<file path="src/rtl/accel_pkg.sv">
// Shared constants and FSM state type for the ADXL345 SPI reader.
package accel_pkg;

  localparam logic [7:0] REG_POWER_CTL   = 8'h2D;
  localparam logic [7:0] REG_DATA_FORMAT = 8'h31;
  localparam logic [7:0] REG_DATAX0      = 8'h32;
  localparam logic [7:0] VAL_MEASURE     = 8'h08;
  localparam logic [7:0] VAL_FMT_2G      = 8'h00;
  // Read bit plus multi-byte bit on top of the DATAX0 address.
  localparam logic [7:0] CMD_READ_XY     = 8'hC0 | REG_DATAX0;

  typedef enum logic [2:0] {
    ST_INIT_PWR,
    ST_INIT_FMT,
    ST_IDLE,
    ST_READ,
    ST_UPDATE
  } state_t;

  function automatic logic [7:0] tx_byte_for(input state_t st, input logic [2:0] idx);
    logic [7:0] b;
    b = 8'h00;
    case (st)
      ST_INIT_PWR: b = (idx == 3'd0) ? REG_POWER_CTL : VAL_MEASURE;
      ST_INIT_FMT: b = (idx == 3'd0) ? REG_DATA_FORMAT : VAL_FMT_2G;
      ST_READ:     b = (idx == 3'd0) ? CMD_READ_XY : 8'h00;
      default:     b = 8'h00;
    endcase
    return b;
  endfunction

endpackage

</file>
<file path="src/rtl/spi_byte_xfer.sv">
// One full-duplex 8-bit SPI mode-3 transfer: SCLK idles high, MOSI shifts on
// the falling edge, MISO is sampled on the rising edge.
//
// Handshake: start is accepted when idle, or in the final cycle of a byte when
// done is high, which chains bytes with no SCLK gap. done pulses one cycle
// before the final high phase ends; rx_byte is already complete by then.
module spi_byte_xfer #(
  parameter int CLK_DIV = 25
) (
  input  logic       clock,
  input  logic       reset_n,
  input  logic       start,
  input  logic [7:0] tx_byte,
  input  logic       spi_miso,
  output logic       busy,
  output logic       done,
  output logic [7:0] rx_byte,
  output logic       spi_sclk,
  output logic       spi_mosi
);

  localparam int CW = $clog2(CLK_DIV);
  localparam logic [CW-1:0] HALF_END = CW'(CLK_DIV - 1);
  localparam logic [CW-1:0] HALF_PRE = CW'(CLK_DIV - 2);

  logic [CW-1:0] cnt;
  logic [2:0]    bit_idx;
  logic [7:0]    tx_sr;
  logic          last_edge;

  assign last_edge = busy && spi_sclk && (cnt == HALF_END) && (bit_idx == 3'd7);

  always_ff @(posedge clock or negedge reset_n) begin
    if (!reset_n) begin
      busy     <= 1'b0;
      done     <= 1'b0;
      cnt      <= '0;
      bit_idx  <= '0;
      tx_sr    <= '0;
      rx_byte  <= '0;
      spi_sclk <= 1'b1;
      spi_mosi <= 1'b0;
    end else begin
      done <= 1'b0;
      if (start && (!busy || last_edge)) begin
        busy     <= 1'b1;
        spi_sclk <= 1'b0;
        spi_mosi <= tx_byte[7];
        tx_sr    <= {tx_byte[6:0], 1'b0};
        cnt      <= '0;
        bit_idx  <= '0;
      end else if (busy) begin
        if (cnt != HALF_END) begin
          cnt <= cnt + 1'b1;
          if (spi_sclk && (bit_idx == 3'd7) && (cnt == HALF_PRE)) done <= 1'b1;
        end else begin
          cnt <= '0;
          if (!spi_sclk) begin
            spi_sclk <= 1'b1;
            rx_byte  <= {rx_byte[6:0], spi_miso};
          end else if (bit_idx == 3'd7) begin
            busy <= 1'b0;
          end else begin
            spi_sclk <= 1'b0;
            spi_mosi <= tx_sr[7];
            tx_sr    <= {tx_sr[6:0], 1'b0};
            bit_idx  <= bit_idx + 3'd1;
          end
        end
      end
    end
  end

endmodule

</file>
<file path="src/rtl/accel_spi_reader.sv">
// Polls an ADXL345 over SPI, extracts 10-bit X/Y and outputs a moving
// average of the last 2^AVG_LOG2 samples per axis with a data_valid strobe.
module accel_spi_reader
  import accel_pkg::*;
#(
  parameter int CLK_DIV       = 25,
  parameter int SAMPLE_PERIOD = 50000,
  parameter int AVG_LOG2      = 3
) (
  input  logic       clock,
  input  logic       reset_n,
  output logic       spi_cs_n,
  output logic       spi_sclk,
  output logic       spi_mosi,
  input  logic       spi_miso,
  output logic [9:0] smooth_outx,
  output logic [9:0] smooth_outy,
  output logic       data_valid
);

  localparam int DEPTH = 1 << AVG_LOG2;
  localparam int SW    = 10 + AVG_LOG2;
  localparam int CW    = $clog2(CLK_DIV);
  localparam int GW    = $clog2(2 * CLK_DIV);
  localparam int PW    = $clog2(SAMPLE_PERIOD);
  localparam logic [CW-1:0] SETUP_END  = CW'(CLK_DIV - 2);
  localparam logic [GW-1:0] GAP_LOAD   = GW'(2 * CLK_DIV - 1);
  localparam logic [PW-1:0] PERIOD_END = PW'(SAMPLE_PERIOD - 1);

  state_t              state;
  logic                xact_on, sending, start_q, pending, period_en;
  logic [CW-1:0]       setup_cnt;
  logic [2:0]          byte_idx, tx_sel;
  logic [GW-1:0]       gap_cnt;
  logic [PW-1:0]       period_cnt;
  logic [7:0]          x0, y0, xfer_tx, xfer_rx;
  logic [1:0]          x1, y1;
  logic [9:0]          hist_x [DEPTH];
  logic [9:0]          hist_y [DEPTH];
  logic [9:0]          raw_x, raw_y;
  logic [SW-1:0]       sum_x, sum_y, new_sum_x, new_sum_y;
  logic [AVG_LOG2-1:0] ptr;
  logic                xfer_start, xfer_busy, xfer_done, last_byte, tick;

  function automatic logic [SW-1:0] sext(input logic [9:0] v);
    return {{AVG_LOG2{v[9]}}, v};
  endfunction

  assign tick       = period_en && (period_cnt == PERIOD_END);
  assign last_byte  = (state == ST_READ) ? (byte_idx == 3'd4) : (byte_idx == 3'd1);
  // Next byte is launched combinationally off done so SCLK runs without gaps.
  assign xfer_start = start_q | (xfer_done & ~last_byte);
  assign tx_sel     = xfer_done ? byte_idx + 3'd1 : byte_idx;
  assign xfer_tx    = tx_byte_for(state, tx_sel);
  assign raw_x      = {x1, x0};
  assign raw_y      = {y1, y0};
  assign new_sum_x  = sum_x - sext(hist_x[ptr]) + sext(raw_x);
  assign new_sum_y  = sum_y - sext(hist_y[ptr]) + sext(raw_y);

  spi_byte_xfer #(.CLK_DIV(CLK_DIV)) u_xfer (
    .clock   (clock),
    .reset_n (reset_n),
    .start   (xfer_start),
    .tx_byte (xfer_tx),
    .spi_miso(spi_miso),
    .busy    (xfer_busy),
    .done    (xfer_done),
    .rx_byte (xfer_rx),
    .spi_sclk(spi_sclk),
    .spi_mosi(spi_mosi)
  );

  always_ff @(posedge clock or negedge reset_n) begin
    if (!reset_n) begin
      state       <= ST_INIT_PWR;
      spi_cs_n    <= 1'b1;
      xact_on     <= 1'b0;
      sending     <= 1'b0;
      start_q     <= 1'b0;
      pending     <= 1'b0;
      period_en   <= 1'b0;
      setup_cnt   <= '0;
      byte_idx    <= '0;
      gap_cnt     <= '0;
      period_cnt  <= '0;
      x0          <= '0;
      x1          <= '0;
      y0          <= '0;
      y1          <= '0;
      sum_x       <= '0;
      sum_y       <= '0;
      ptr         <= '0;
      smooth_outx <= '0;
      smooth_outy <= '0;
      data_valid  <= 1'b0;
      for (int i = 0; i < DEPTH; i++) begin
        hist_x[i] <= '0;
        hist_y[i] <= '0;
      end
    end else begin
      start_q    <= 1'b0;
      data_valid <= 1'b0;
      if (period_en) period_cnt <= tick ? '0 : period_cnt + 1'b1;
      if (gap_cnt != '0) gap_cnt <= gap_cnt - 1'b1;
      if (tick && !(state == ST_IDLE && gap_cnt == '0)) pending <= 1'b1;

      // CS setup: first SCLK fall lands CLK_DIV clocks after CS falls.
      if (xact_on && !sending) begin
        if (setup_cnt == SETUP_END) begin
          start_q <= 1'b1;
          sending <= 1'b1;
        end else begin
          setup_cnt <= setup_cnt + 1'b1;
        end
      end

      if (xfer_done) begin
        byte_idx <= byte_idx + 3'd1;
        if (state == ST_READ) begin
          case (byte_idx)
            3'd1:    x0 <= xfer_rx;
            3'd2:    x1 <= xfer_rx[1:0];
            3'd3:    y0 <= xfer_rx;
            3'd4:    y1 <= xfer_rx[1:0];
            default: ;
          endcase
        end
        if (last_byte) begin
          spi_cs_n <= 1'b1;
          xact_on  <= 1'b0;
          sending  <= 1'b0;
          gap_cnt  <= GAP_LOAD;
          case (state)
            ST_INIT_PWR: state <= ST_INIT_FMT;
            ST_INIT_FMT: begin
              state      <= ST_IDLE;
              period_en  <= 1'b1;
              period_cnt <= '0;
            end
            ST_READ:     state <= ST_UPDATE;
            default:     ;
          endcase
        end
      end

      case (state)
        ST_INIT_PWR, ST_INIT_FMT: begin
          if (!xact_on && !xfer_busy && gap_cnt == '0) begin
            spi_cs_n  <= 1'b0;
            xact_on   <= 1'b1;
            setup_cnt <= '0;
            byte_idx  <= '0;
          end
        end
        ST_IDLE: begin
          if ((tick || pending) && gap_cnt == '0) begin
            state     <= ST_READ;
            pending   <= 1'b0;
            spi_cs_n  <= 1'b0;
            xact_on   <= 1'b1;
            setup_cnt <= '0;
            byte_idx  <= '0;
          end
        end
        ST_UPDATE: begin
          hist_x[ptr] <= raw_x;
          hist_y[ptr] <= raw_y;
          sum_x       <= new_sum_x;
          sum_y       <= new_sum_y;
          // Dropping the low AVG_LOG2 bits is the floor arithmetic shift.
          smooth_outx <= new_sum_x[SW-1:AVG_LOG2];
          smooth_outy <= new_sum_y[SW-1:AVG_LOG2];
          ptr         <= ptr + 1'b1;
          data_valid  <= 1'b1;
          state       <= ST_IDLE;
        end
        default: ;
      endcase
    end
  end

endmodule

</file>
<file path="config.mk">
export PLATFORM = sky130hd
export DESIGN_NAME = accel_spi_reader
export DESIGN_NICKNAME = d
export VERILOG_FILES = /design/src/rtl/accel_pkg.sv /design/src/rtl/spi_byte_xfer.sv /design/src/rtl/accel_spi_reader.sv
export SDC_FILE = /design/constraint.sdc
export NUM_CORES = 1
export LEC_CHECK = 0
export ABC_AREA = 1
export BUFFER_PORTS_ARGS = -buffer_cell sky130_fd_sc_hd__buf_2
export CAP_MARGIN = 5
export CORE_MARGIN = 10
export CORE_UTILIZATION = 57
export DETAILED_ROUTE_END_ITERATION = 10
export GPL_TIMING_DRIVEN = 0
export PLACE_DENSITY = 0.77
export REMOVE_ABC_BUFFERS = 1
export SETUP_SLACK_MARGIN = 0.2
export SYNTH_ARGS = -nofsm -noshare
export SYNTH_HDL_FRONTEND = slang
export SYNTH_SLANG_ARGS = --single-unit
</file>
<file path="constraint.sdc">
create_clock -name clock -period 3.3 [get_ports clock]
set_input_delay 0.495 -clock clock [delete_from_list [all_inputs] [get_ports clock]]
set_output_delay 0.495 -clock clock [all_outputs]
set_load 0.01 [all_outputs]
</file>
Word-level counts from Yosys, hierarchy flattened:

Index checks and enable logic that the tools add are counted.

* $add $sub $neg: 11
* order comparisons: 2
* eq/ne operators: 16
* multiplexer cells: 89
* bitwise logic cells: 7
* reduce and logical (&&, ||, !) cells: 35

Operators by type and width (number)
* bitwise mux 80 bit: 2
* 2-to-1 mux 16 bit: 5
* binary-select mux 10 bit (select 3 bit): 2
* 2-to-1 mux 10 bit: 5
* 2-to-1 mux 8 bit: 6
* 2-to-1 mux 1 bit: 38
* 2-to-1 mux 5 bit: 7
* 2-to-1 mux 3 bit: 11
* demux 10 bit (select 3 bit): 1
* 2-to-1 mux 6 bit: 5
* adder 13 bit: 2
* subtractor 13 bit: 2
* one-hot mux 8 bit (3 select lines): 1
* adder 16 x 1 -> 16 bit, second input constant: 1
* == test 16 bit, second input constant: 1
* == test 5 bit, second input constant: 3
* AND reduction 3 bit: 5
* logical AND 1 bit: 14
* == test 3 x 2 -> 1 bit, second input constant: 4
* one-hot mux 3 bit (2 select lines): 2
* adder 5 x 1 -> 5 bit, second input constant: 2
* one-hot mux 5 bit (2 select lines): 1
* adder 3 x 1 -> 3 bit, second input constant: 3
* == test 3 bit, second input constant: 3
* 21 further kinds: 34

* register bits: 297

Logic depth before layout (Yosys ltp):

* word-level depth: 8
* depth in mapped cells: 20
* mapped depth without buffers: 19

Hierarchy:

A second synthesis with hierarchy kept.

* cell total of the unflattened synthesis: 1878
* area, all modules: 14821.7 µm²

Modules (own cells, without submodules)
* accel_spi_reader: instances 1, cells an instance 1725, area each 13500.4 µm², sequential area each 6232.2 µm²
* spi_byte_xfer: instances 1, cells an instance 153, area each 1321.3 µm², sequential area each 676.9 µm²

Least setup slack after synthesis:

OpenSTA, ideal clock, no wires.

* path type: reg-to-reg
* from: register ptr[0]
* to: register smooth_outy[3]
* data arrival time: 2.918 ns
* required time: 3.169 ns
* slack: 0.251 ns
* cell stages (with the launch flop): 17
* path buffers: 3
* period minus slack after synthesis: 3.049 ns
* path through: dfrtp_1 > buf_2 > clkbuf_1 > buf_1 > nand2_1 > o211ai_1 > o2111ai_1 > fa_1 > fa_1 > inv_1 > nand3_1 > nand2_1 > inv_1 > o21ai_0 > nand2_1 > nand3_1 > o21ai_0

* cells in the longest elaborated chain, start to end: 6

RTL lines
* start: declaration: line accel_spi_reader.sv:42 `logic [AVG_LOG2-1:0] ptr;`
* start signal: assignment: line accel_spi_reader.sv:173 `ptr <= ptr + 1'b1;`
* inverter 3 -> 4 bit (implied by the code): line accel_spi_reader.sv:58 `assign new_sum_y = sum_y - sext(hist_y[ptr]) + sext(raw_y);`
* binary-select mux 10 bit (select 3 bit): line accel_spi_reader.sv:58
* 2-to-1 mux 10 bit (implied by the code) (2 in a row): line accel_spi_reader.sv:58
* subtractor 13 bit: line accel_spi_reader.sv:58
* adder 13 bit: line accel_spi_reader.sv:58
* end signal: assignment: line accel_spi_reader.sv:172 `smooth_outy <= new_sum_y[SW-1:AVG_LOG2];`
* end: declaration: line accel_spi_reader.sv:17 `output logic [9:0] smooth_outy,`

No other way between the ends. The select of a mux whose other input is x is not followed.
A chain may end at the register's enable or synchronous reset.

Worst setup path after layout:

Ends and elaborated chain as after synthesis.

==> impl_metrics.yaml <==
grt:
  grt_max_degree: 115
  grt_pass1_vias: 11900
  antenna_found_initial: 0
  grt.overflow.total: 0
  grt_pass1_wl_um: 59300
  grtUsageTotal: 0.213
place:
  portBuffers: 26
  hpwlAfterDp_um: 21000
  gp_congestion: 0.894
synthesis:
  synth.area.top_cells: "dfrtp_1 (47%), nand2_1 (11%), o21ai_0 (9.6%)"
  yosysTopAreaCell: "dfrtp_1"
  synthesis.area_um2: 14600
  synthDistinctLibCells: 39
  ys.warnings.count: 0
  synth_cells: 1809
  ys_ff_latch: 276
  synth.avg_cell_area_um2: 8.07
  synth_top_area_share: 0.470
  yosysSeqAreaShare: 0.474
pwr:
  p_int_mw: 5.19
  seqPwrFrac: 0.511
  p_per_area_nw_per_um2: 384
  p_leak_nw: 8.27
  clkPwrFrac: 0.478
  vdd_ir_drop_max_uv: 448
  power_frac_comb: 0.011
  switching_share: 0.217
  power.switching_mw: 1.44
layout:
  layout-drive-gt1-share: 0.166
  finalNetCount: 1906
  nFillCells: 1824
  area.sequential_um2: 6920
  multi_input_area_um2: 7240
  area_growth_pct: 18.4
  antennaDiodeCount: 0
  utilization: 0.686
critical_path:
  r2r_cells: 15
  cp.required_ps: 3720
  criticalPathCategory: "register to register"
  reg2reg_to: "smooth_outy[3]"
  end_kind: "register"
  crit_path_end: "smooth_outy[3]"
  cp-start-kind: "register"
  crit_path_max_fanout: 6
  cp.arrival_ps: 3570
  crit_start: "ptr[0]"
  r2r_slack_ps: 160
  reg2reg_from: "ptr[0]"
floorplanning:
  die_h_um: 180
  core_um2: 25200
  die_area_um2: 32400
  die_w_um: 180
  io_pins: 27
  initial_core_util: 0.579
  std_cell_rows: 58
drt:
  routed_wl_um: 38200
  routed_via_density: 5.76
  vias: 12600
  first_pass_iters: 6
  wl_per_cell_um: 17.4
  wl_met1_um: 15700
  routed-wl-met3_um: 2970
  wl_met2_um: 18400
  top_layer_used: "met4"
  ant_nets: 0
  drt-initial-drc-count: 1337
  post-route-drc-count: 0
clock_network:
  path_clk_slew_ps: 70
  cts_buffers: 29
  cts_root_buf: "clkbuf_16"
  clkLatencyLatePin_ps: 560
  htree_num_levels: 1
  cts_tree: "built"
  clkSinkCount: 276
  clk_path_buf_depth: 3
timing:
  finalCritPeriodShare: 0.952
  finalHoldViolCount: 33
  maxSlewViolCount: 0
  worstMarginPinSlew_ps: 1000
  finalSetupTns_ps: 0
  setup_violations: 0
  fin_skew_ps: 12.3
  whs_ps: -63.3
  rsz0062_at_grt: "true"
  min_period_ps: 3140
  relSlewSlack: 0.328
  max_freq_mhz: 318
outcome:
  violations: "hold timing"
  status: "finished, violations left"
worst_hold_path:
  hold_path_class: "primary input to async pin"
run:
  max_cap_viol_count: 0
==> power by group through the flow <==
stage          clock network, mW  registers [mW]  logic (mW)
2_1_floorplan                  0            3.45    0.000947
3_3_place_gp                   0            3.45      0.0707
3_5_place_dp                   0            3.45      0.0808
4_1_cts                     3.18            3.39      0.0806
5_1_grt                     3.35            3.38      0.0879
6_report                    3.16            3.39      0.0756
==> cells in the mapped netlist, drive strengths merged <==
| library cell | number |
|---|---|
| nand2 | 440 |
| o21ai | 280 |
| dfrtp | 274 |
| inv | 221 |
| nor2 | 179 |
| nand3 | 108 |
| clkbuf | 51 |
| ha | 42 |
| buf | 39 |
| a21oi | 31 |
| fa | 24 |
| o211ai | 23 |
| nand4 | 20 |
| o2111ai | 17 |
| xor2 | 16 |
| nor3 | 12 |
| xnor2 | 6 |
| clkinv | 4 |
| or2 | 4 |
| a211oi | 3 |
| nor3b | 3 |
| o22ai | 3 |
| a31oi | 2 |
| dfstp | 2 |
| o21bai | 2 |
| a22o | 1 |
| nand3b | 1 |
| o21a | 1 |
==> final cells by class <==
type                    count  area share
multi-input cells        1218       0.419
flip-flops and latches    276       0.400
repair buffers             83      0.0512
clock buffers              43      0.0474
well taps                 330      0.0239
inverters                 225      0.0509
repair inverters            4     0.00181
clock inverters             9     0.00522
==> worst max-delay path, cell delays in order (launching register included) <==
cell       delay (ps)
dfrtp_4           510
buf_12            170
buf_12            130
clkbuf_16         150
a211oi_1          250
a31oi_1           120
fa_1              520
inv_1              80
ha_4              320
nand3_1           100
nand2_2           150
inv_1              90
o21ai_1           170
nand2_1            80
nand3_1            80
o21ai_1            80
==> logic make-up (layout without fill, tap and decap cells) <==
logic type	count (synthesis)	count (layout)	share of synthesized area
buffers and inverters	315	364	0.0887
xor gates and xnor gates	22	22	0.0132
AOI/OAI and AO/OA	363	363	0.136
DFF	276	276	0.474
adders and majority gates	66	66	0.0689
and+or+nand+nor	767	767	0.220
==> routing by layer <==
layer | vias to the layer above | track usage
met2 | 524 | 0.354
li1 | 5887 | -
met3 | 119 | 0.0263
met1 | 6083 | 0.289
met4 | 0 | 0.0562
met5 | - | 0
==> timing repair <==
action | 4_1_cts | 5_1_grt
setup buffers | 24 | 20
gates resized for setup | 45 | 199
hold buffers | 0 | 0
cloned | 4 | 4
pin swaps | 11 | 89
setup endpoints to repair | 107 | 99
==> flip-flops by register name, indices dropped and copies added (netlist names), 7 cells and up <==
register        flops
hist_x             80
hist_y             80
u_xfer.tx_sr        7
smooth_outx        10
u_xfer.rx_byte      8
period_cnt         16
y0                  8
smooth_outy        10
x0                  8
==> through the flow <==
stage / std cells / instance area [um2] / total power [mW] / worst slack, ps
finish: 2188 / 17300 / 6.62 / 157
global route: 2188 / 17300 / 6.82 / 58.3
CTS: 2164 / 16300 / 6.65 / 130
detailed placement: 2084 / 14900 / 3.53 / -830
global placement: 2075 / 14700 / 3.52 / -4340
floorplan: 1719 / 14100 / 3.45 / -1420
==> cell usage in the layout, fill, tap and decap left out, drive strengths merged <==
cell type / n
nand4: 20
nor2: 179
ha: 42
xor2: 16
nand3: 108
dfstp: 2
a21oi: 31
a22o: 1
bufinv: 1
o21ai: 280
inv: 225
o21bai: 2
a31oi: 2
o211ai: 23
or2: 4
clkbuf: 46
clkinv: 8
fa: 24
nand3b: 1
nand2: 440
o22ai: 3
xnor2: 6
clkinvlp: 4
buf: 80
o21a: 1
dfrtp: 274
nor3b: 3
o2111ai: 17
nor3: 12
a211oi: 3
==> worst min path at each step <==
stage,startpoint,to,slack (ps)
final,reset_n,hist_x[64],-60
after global routing,reset_n,hist_x[64],30
after CTS,reset_n,hist_x[64],2
after detailed placement,hist_y[66],hist_y[66],470
after global placement,hist_x[54],hist_x[54],460
after floorplan,reset_n,byte_idx[0],200
Power figures use the tool's default switching activity.
